===== config.mk =====
export PLATFORM = sky130hd
export DESIGN_NAME = sie_rx
export DESIGN_NICKNAME = d
export VERILOG_FILES = /design/src/rtl/sie_rx.sv
export SDC_FILE = /design/constraint.sdc
export NUM_CORES = 1
export LEC_CHECK = 0
export BUFFER_PORTS_ARGS = -buffer_cell sky130_fd_sc_hd__buf_2
export CORE_ASPECT_RATIO = 1.2
export CORE_MARGIN = 5
export CORE_UTILIZATION = 35
export CTS_CLUSTER_SIZE = 16
export DETAILED_ROUTE_END_ITERATION = 7
export SLEW_MARGIN = 20
export SYNTH_ARGS = -nofsm -noshare
export SYNTH_HDL_FRONTEND = slang
export SYNTH_SLANG_ARGS = --single-unit
export TNS_END_PERCENT = 1

===== constraint.sdc =====
create_clock -name clk_i -period 1.9 [get_ports clk_i]
set_input_delay 0.57 -clock clk_i [delete_from_list [all_inputs] [get_ports clk_i]]
set_output_delay 0.57 -clock clk_i [all_outputs]
set_load 0.01 [all_outputs]

===== src/rtl/sie_rx.sv =====
// sie_rx: receive-side packet decoder of the USB full-speed Serial Interface
// Engine. Consumes the PHY byte/valid/err/ready event stream. It checks PID
// check bits, CRC5 (tokens) and CRC16 (data), extracts the token fields, and
// streams the data payload with the two trailing CRC bytes stripped. Exactly
// one verdict pulse is produced per packet.
//
// Ports:
//   clk_i, rstn_i        clock, asynchronous active-low reset
//   clk_gate_i           one-cycle enable per bit time; all state moves on it
//   rx_data_i[7:0]       PHY byte, LSB received first
//   rx_valid_i/rx_err_i  byte present / PHY abort, qualified by rx_ready_i
//   rx_ready_i           PHY event strobe (valid=0, err=0 means EOP)
//   bus_reset_i          USB bus reset / detach, returns decoder to idle
//   pid_o, addr_o, endp_o, frame_o   held packet fields
//   data_o, data_valid_o payload byte stream
//   token_ok_o, data_ok_o, hsk_ok_o, pkt_err_o   per-packet verdict pulses
module sie_rx (
  input  logic        clk_i,
  input  logic        rstn_i,
  input  logic        clk_gate_i,
  input  logic [7:0]  rx_data_i,
  input  logic        rx_valid_i,
  input  logic        rx_err_i,
  input  logic        rx_ready_i,
  input  logic        bus_reset_i,
  output logic [3:0]  pid_o,
  output logic [6:0]  addr_o,
  output logic [3:0]  endp_o,
  output logic [10:0] frame_o,
  output logic [7:0]  data_o,
  output logic        data_valid_o,
  output logic        token_ok_o,
  output logic        data_ok_o,
  output logic        hsk_ok_o,
  output logic        pkt_err_o
);

  typedef enum logic [2:0] {
    ST_IDLE,
    ST_TOKEN,
    ST_DATA,
    ST_HSK,
    ST_DISCARD
  } state_t;

  localparam logic [4:0]  CRC5_INIT  = 5'h1F;
  localparam logic [4:0]  CRC5_GOOD  = 5'b01100;
  localparam logic [15:0] CRC16_INIT = 16'hFFFF;
  localparam logic [15:0] CRC16_GOOD = 16'h800D;
  localparam logic [10:0] CNT_MAX    = 11'd2047;

  // Bits enter LSB first, matching the order they came off the wire.
  function automatic logic [4:0] crc5_byte(input logic [4:0] c, input logic [7:0] d);
    logic [4:0] r;
    r = c;
    for (int i = 0; i < 8; i++) begin
      if (d[i] ^ r[4]) r = {r[3:0], 1'b0} ^ 5'b00101;
      else             r = {r[3:0], 1'b0};
    end
    return r;
  endfunction

  function automatic logic [15:0] crc16_byte(input logic [15:0] c, input logic [7:0] d);
    logic [15:0] r;
    r = c;
    for (int i = 0; i < 8; i++) begin
      if (d[i] ^ r[15]) r = {r[14:0], 1'b0} ^ 16'h8005;
      else              r = {r[14:0], 1'b0};
    end
    return r;
  endfunction

  state_t      state_q;
  logic [4:0]  crc5_q;
  logic [15:0] crc16_q;
  logic [10:0] cnt_q;
  logic [7:0]  b1_q;
  logic [2:0]  b2_q;
  logic [7:0]  byte_p0;
  logic [7:0]  byte_p1;
  logic        pid_good;

  assign pid_good = (rx_data_i[7:4] == ~rx_data_i[3:0]);

  always_ff @(posedge clk_i or negedge rstn_i) begin
    if (!rstn_i) begin
      state_q      <= ST_IDLE;
      crc5_q       <= CRC5_INIT;
      crc16_q      <= CRC16_INIT;
      cnt_q        <= '0;
      b1_q         <= '0;
      b2_q         <= '0;
      byte_p0      <= '0;
      byte_p1      <= '0;
      pid_o        <= '0;
      addr_o       <= '0;
      endp_o       <= '0;
      frame_o      <= '0;
      data_o       <= '0;
      data_valid_o <= 1'b0;
      token_ok_o   <= 1'b0;
      data_ok_o    <= 1'b0;
      hsk_ok_o     <= 1'b0;
      pkt_err_o    <= 1'b0;
    end else if (clk_gate_i) begin
      data_valid_o <= 1'b0;
      token_ok_o   <= 1'b0;
      data_ok_o    <= 1'b0;
      hsk_ok_o     <= 1'b0;
      pkt_err_o    <= 1'b0;
      if (bus_reset_i) begin
        // Reset wins over any coincident byte; held fields are kept.
        state_q <= ST_IDLE;
        crc5_q  <= CRC5_INIT;
        crc16_q <= CRC16_INIT;
        cnt_q   <= '0;
        byte_p0 <= '0;
        byte_p1 <= '0;
      end else if (rx_ready_i) begin
        if (rx_err_i) begin
          // PHY abort in any state ends the packet; undelivered bytes are lost.
          pkt_err_o <= 1'b1;
          state_q   <= ST_IDLE;
          cnt_q     <= '0;
          byte_p0   <= '0;
          byte_p1   <= '0;
        end else begin
          case (state_q)
            ST_IDLE: begin
              if (rx_valid_i) begin
                crc5_q  <= CRC5_INIT;
                crc16_q <= CRC16_INIT;
                cnt_q   <= '0;
                if (!pid_good || rx_data_i[1:0] == 2'b00) begin
                  state_q <= ST_DISCARD;
                end else begin
                  pid_o <= rx_data_i[3:0];
                  case (rx_data_i[1:0])
                    2'b01:   state_q <= ST_TOKEN;
                    2'b11:   state_q <= ST_DATA;
                    default: state_q <= ST_HSK;
                  endcase
                end
              end else begin
                pkt_err_o <= 1'b1;
              end
            end
            ST_TOKEN: begin
              if (rx_valid_i) begin
                if (cnt_q == 11'd2) begin
                  state_q <= ST_DISCARD;
                end else begin
                  crc5_q <= crc5_byte(crc5_q, rx_data_i);
                  cnt_q  <= cnt_q + 11'd1;
                  if (cnt_q == 11'd0) b1_q <= rx_data_i;
                  else                b2_q <= rx_data_i[2:0];
                end
              end else begin
                if (cnt_q == 11'd2 && crc5_q == CRC5_GOOD) begin
                  addr_o     <= b1_q[6:0];
                  endp_o     <= {b2_q, b1_q[7]};
                  frame_o    <= {b2_q, b1_q};
                  token_ok_o <= 1'b1;
                end else begin
                  pkt_err_o <= 1'b1;
                end
                state_q <= ST_IDLE;
              end
            end
            ST_DATA: begin
              if (rx_valid_i) begin
                crc16_q <= crc16_byte(crc16_q, rx_data_i);
                if (cnt_q != CNT_MAX) cnt_q <= cnt_q + 11'd1;
                // Two-byte delay line: a byte is released only once two newer
                // bytes prove it is not part of the CRC16 trailer.
                byte_p0 <= rx_data_i;
                byte_p1 <= byte_p0;
                if (cnt_q >= 11'd2) begin
                  data_o       <= byte_p1;
                  data_valid_o <= 1'b1;
                end
              end else begin
                if (cnt_q >= 11'd2 && crc16_q == CRC16_GOOD) data_ok_o <= 1'b1;
                else                                         pkt_err_o <= 1'b1;
                state_q <= ST_IDLE;
              end
            end
            ST_HSK: begin
              if (rx_valid_i) begin
                state_q <= ST_DISCARD;
              end else begin
                hsk_ok_o <= 1'b1;
                state_q  <= ST_IDLE;
              end
            end
            ST_DISCARD: begin
              if (!rx_valid_i) begin
                pkt_err_o <= 1'b1;
                state_q   <= ST_IDLE;
              end
            end
            default: state_q <= ST_IDLE;
          endcase
        end
      end
    end
  end

endmodule


**Yosys cells after proc, flatten, opt, wreduce, memory -nomap -nowiden**

Cells that the tools add are included.
Widths: inputs -> output; s select.

- Input bits: 15
- Output and inout port bits: 39
- Logic and storage cells: 288
- Bits in registers: 101

- Equality and inequality tests: 23
- Add/subtract/negate cells: 1
- Magnitude comparators: 1
- Reduce and logical (&&, ||, !) cells: 25
- Muxes and demuxes: 181
- Bitwise logic cells: 39

Operators by type and width:

| operator | count |
|---|---|
| $mux 16 | 55 |
| $mux 5 | 55 |
| $mux 11 | 8 |
| $mux 8 | 10 |
| $mux 3 | 17 |
| $pmux 11 s3 | 1 |
| $pmux 16 s2 | 1 |
| $mux 1 | 30 |
| $reduce_and 7->1 | 4 |
| $not 3->3 | 8 |
| $reduce_and 8->1 | 3 |
| $ne 4x4->1 const B | 5 |
| $eq 16x16->1 const B | 1 |
| $not 2->2 | 8 |
| $xor 1x1->1 | 16 |
| $ne 3x3->1 const B | 4 |
| $pmux 3 s4 | 1 |
| $reduce_bool 3->1 | 4 |
| $add 11x1->11 const B | 1 |
| $eq 11x2->1 const B | 1 |
| $ge 11x2->1 const B | 1 |
| $logic_not 11->1 | 1 |
| $ne 11x11->1 const B | 1 |
| $pmux 5 s2 | 1 |
| other kinds (25) | 33 |

**Longest topological paths before layout**

- Word-level depth: 71
- Mapped depth: 8

**Worst setup path after synthesis**

Ideal clock, no wire load.

- Kind: input to register
- Start: in rx_data_i[1]
- End: reg crc16_q[15]
- Path slack: -0.262 ns
- Arrival: 2.089 ns
- Setup time: 0.073 ns
- Stages on the path: 7
- Buffers on the path: 1
- Cells stage by stage: buf_2 -> xnor2_2 -> xor2_2 -> xor2_1 -> xnor3_2 -> xnor2_1 -> a21oi_1

- Word-level cells in the longest chain between the ends: 55

RTL lines:

| what | line | source |
|---|---|---|
| start, declared | 21 | `input logic [7:0] rx_data_i,` |
| $xor 1x1->1 | 67 | `if (d[i] ^ r[15]) r = {r[14:0], 1'b0} ^ 16'h8005;` |
| $mux 16 | 67 |  |
| $mux 16 | 171 | `if (rx_valid_i) begin` |
| $mux 16 | 128 | `case (state_q)` |
| $mux 16 | 120 | `if (rx_err_i) begin` |
| $mux 16 | 119 | `end else if (rx_ready_i) begin` |
| $mux 16 | 111 | `if (bus_reset_i) begin` |
| $mux 16 | 105 | `end else if (clk_gate_i) begin` |
| [... 39 more ...] | -- |  |
| $mux 16 | 105 |  |
| $xor 1x1->1 | 67 |  |
| $mux 16 | 67 |  |
| $mux 16 | 171 |  |
| $pmux 16 s2 | 128 |  |
| $mux 16 | 120 |  |
| $mux 16 | 119 |  |
| $mux 16 | 111 |  |
| end signal, assigned | 172 | `crc16_q <= crc16_byte(crc16_q, rx_data_i);` |
| end, declared | 75 | `logic [15:0] crc16_q;` |

Every way passes these cells. The select of a mux whose other input is x is not followed.
A chain may end at the register's enable or synchronous reset.

**Worst setup path in the final report**

- Start: reg cnt_q[7]
- End: reg b2_q[1]

- Word-level cells in the longest chain between the ends: 3

RTL lines:

| what | line | source |
|---|---|---|
| start, declared | 76 | `logic [10:0] cnt_q;` |
| start signal, assigned | 154 | `cnt_q <= cnt_q + 11'd1;` |
| start signal, assigned | 173 | `if (cnt_q != CNT_MAX) cnt_q <= cnt_q + 11'd1;` |
| $eq 11x2->1 or $logic_not 11->1 (tied branches) | 150, 155 |  |
| $not 1->1 (no source line) | -- |  |
| $reduce_and 8->1 (no source line) * | -- |  |
| end signal, assigned | 156 | `else b2_q <= rx_data_i[2:0];` |
| end, declared | 78 | `logic [2:0] b2_q;` |

Mark *: on every way between the ends. The rest lies on a longest branch, timed or not.

==> flow_metrics.env <==
export IMPL_die_w_um=113
export IMPL_drt_iter0_drc=161
export IMPL_drive_above_1_share=0.417
export IMPL_synth_ff_type="dfrtp_1"
export IMPL_clk_latency_ns=0.35
export IMPL_synth_cell_types=53
export IMPL_cap_viol_max_count=0
export IMPL_yosysSeqAreaShare=0.509
export IMPL_critical_path_class="flop to flop"
export IMPL_path_cells="nor4_4 > nand4_1 > buf_4 > nand4_1 > nand2b_4 > mux2_4"
export IMPL_wirelength_um=11100
export IMPL_synthTopCellsByCount="dfrtp_1 (69), nand2_1 (39), mux2_1 (34), nor2_1 (34), xnor2_1 (22)"
export IMPL_grt_pass1_wl_um=18600
export IMPL_p_leak_nw=2.86
export IMPL_gp_congestion=0.836
export IMPL_cp_buffers_inverters=1
export IMPL_yosysWarnings=0
export IMPL_layout_nets=550
export IMPL_crit_path_start_kind="flop"
export IMPL_die_h_um=134
export IMPL_critPathMaxStageDelay_ns=0.41
export IMPL_avgViaCountPerCell=4.89
export IMPL_cpMostUsedCell="nand4_1"
export IMPL_violations="setup timing"
export IMPL_fin_crit_ns=1.93
export IMPL_antenna_found_initial=0
export IMPL_portBuffers=53
export IMPL_post_route_period_util=1.02
export IMPL_synth_seq_cells=90
export IMPL_n_antenna_cell=0
export IMPL_syn_inst=407
export IMPL_syn_area_per_cell_um2=11.0
export IMPL_layout_setup_ws_ns=-0.0304
export IMPL_rr_worst_depth=6
export IMPL_start_util=0.355
export IMPL_num_io_pins=54
export IMPL_cp_arrival_ns=2.16
export IMPL_area_delta_synth_final_pct=34.1
export IMPL_critPathCaptureType="flop"
export IMPL_required_ns=2.13
export IMPL_cts_buffers=9
export IMPL_postPlaceCellArea_mm2=0.00551
export IMPL_first_pass_iters=4
export IMPL_cp_num_cells=6
export IMPL_grt_pass1_vias=3705
export IMPL_die_area_mm2=0.0152
export IMPL_cts_max_level=3
export IMPL_worstMarginPinSlew_ns=0.526
export IMPL_cts_root_buffer="clkbuf_16"
export IMPL_fin_skew_ns=0.00775
export IMPL_fmax_mhz=518
export IMPL_cts_buffer_depth=2
export IMPL_synthArstFlopShare=1.00
export IMPL_yosysMostFrequentCell="dfrtp_1"
export IMPL_synth_top_cell_area_share=0.386
export IMPL_rsz0062_at_grt="yes"
export IMPL_core_area_mm2=0.0126
export IMPL_cts_sinks=90
export IMPL_cp_max_fo=3
export IMPL_wl_per_cell_um=15.9
export IMPL_vias=3428
export IMPL_crit_slowest_cell="dfrtp_1"
export IMPL_overflow=0
export IMPL_hold_buffers=0
export IMPL_place_ws_ns=-0.385
export IMPL_ant_nets=0
export IMPL_finalHoldViolCount=0
export IMPL_synth_largest_area_cell="dfrtp_1"
export IMPL_clkSlewWorstSetupHoldPaths_ns=0.07
export IMPL_drc=0
export IMPL_netlist_top_cells_area="dfrtp_1 (39%), dfstp_2 (12%), mux2_1 (8.6%)"
export IMPL_final_cell_area_mm2=0.00600
export IMPL_p_per_area_mw_per_mm2=698
export IMPL_synth_area_mm2=0.00448
export IMPL_irDropWorstVdd_mv=0.516
export IMPL_dp_hpwl_um=8280
export IMPL_relSlewSlack=0.647
export IMPL_outcome="finished, violations left"
export IMPL_path_delay_family="simple AND/OR/NAND/NOR gates"
export IMPL_final_setup_viol_count=14
export IMPL_grt_usage=0.153
export IMPL_total_power_mw=4.19
export IMPL_grt_max_degree=31
export IMPL_synth_nets=425
export IMPL_setup_tns_ns=-0.258
export IMPL_hp_class="input pin to asynchronous set/reset pin"
export IMPL_drv_slew=0
export IMPL_rows=45
export IMPL_cts_tree="done"
export IMPL_synth_edf_count=0
-- sequential cells by signal, summed over array words and instances, names as in the netlist, 5 cells and up --
signal / flops
crc16_q: 16
cnt_q: 11
byte_p0: 8
crc5_q: 5
data_o: 8
addr_o: 6
byte_p1: 8
b1_q: 8
-- placed cells by master, fill, tap and decap left out, types with 9 or more instances in the layout --
cell type / n
nand2_1: 38
xor2_1: 11
buf_4: 84
o22a_1: 9
xnor2_1: 22
clkbuf_16: 9
buf_2: 52
mux2_4: 14
o21ai_0: 11
a21oi_1: 19
dfrtp_1: 69
mux2_1: 20
dfstp_2: 21
o21ai_1: 17
nor2_1: 33
-- per-layer routing --
layer,GRT usage,up-vias,routed length (um)
met4,0.0568,0,223
met5,0,-,0
met3,0.0284,15,397
li1,-,1659,-
met1,0.188,1689,4730
met2,0.268,65,5760
-- what timing repair did --
action,in CTS,in global routing
resized for setup,24,14
pin swaps,8,9
endpoints found under the setup margin,35,54
setup buffers,3,0
-- layout make-up --
type / count / area [um2]
fillers: 1196 / 6610
flip-flops and latches: 90 / 2280
multi-input cells: 280 / 2200
repair buffers: 142 / 1000
clock buffers: 9 / 225
well taps: 164 / 205
clock inverters: 7 / 58.8
inverters: 9 / 33.8
-- path summary, 6_finish.rpt --
kind                             from    endpoint  slack (ns)
max                          cnt_q[7]     b2_q[1]       -0.03
min                            rstn_i     b1_q[2]        0.16
max reg2reg                  cnt_q[7]     b2_q[1]       -0.03
min reg2reg                byte_p1[3]  byte_p1[3]        0.47
max in group asynchronous      rstn_i   crc5_q[0]        1.14
min in group clk_i         byte_p1[3]  byte_p1[3]        0.47
-- kinds of logic after synthesis --
| logic type | synth area share |
|---|---|
| compound gates | 0.119 |
| xor+xnor | 0.106 |
| fa+ha+maj | 0.00839 |
| buf+inv | 0.0458 |
| flops | 0.509 |
| mux | 0.0855 |
| simple gates | 0.126 |
-- where the power goes --
part / switching [mW] / internal (mW)
clock: 0.820 / 0.908
sequential: 0.0153 / 1.94
combinational: 0.274 / 0.234
-- through the flow --
step            util  std cells  hold slack, ns
4_1_cts        0.469        701           0.156
5_1_grt        0.476        701           0.176
2_1_floorplan      -        407           0.274
3_5_place_dp   0.437        682           0.469
6_report       0.476        701           0.155
3_3_place_gp   0.437        682           0.460
-- worst register-to-register path: stages, from the launching register on --
cell      delay, ns
dfrtp_1        0.41
nor4_4         0.31
nand4_1        0.19
buf_4          0.19
nand4_1        0.18
nand2b_4       0.21
mux2_4         0.31
Power figures use the tool's default switching activity.
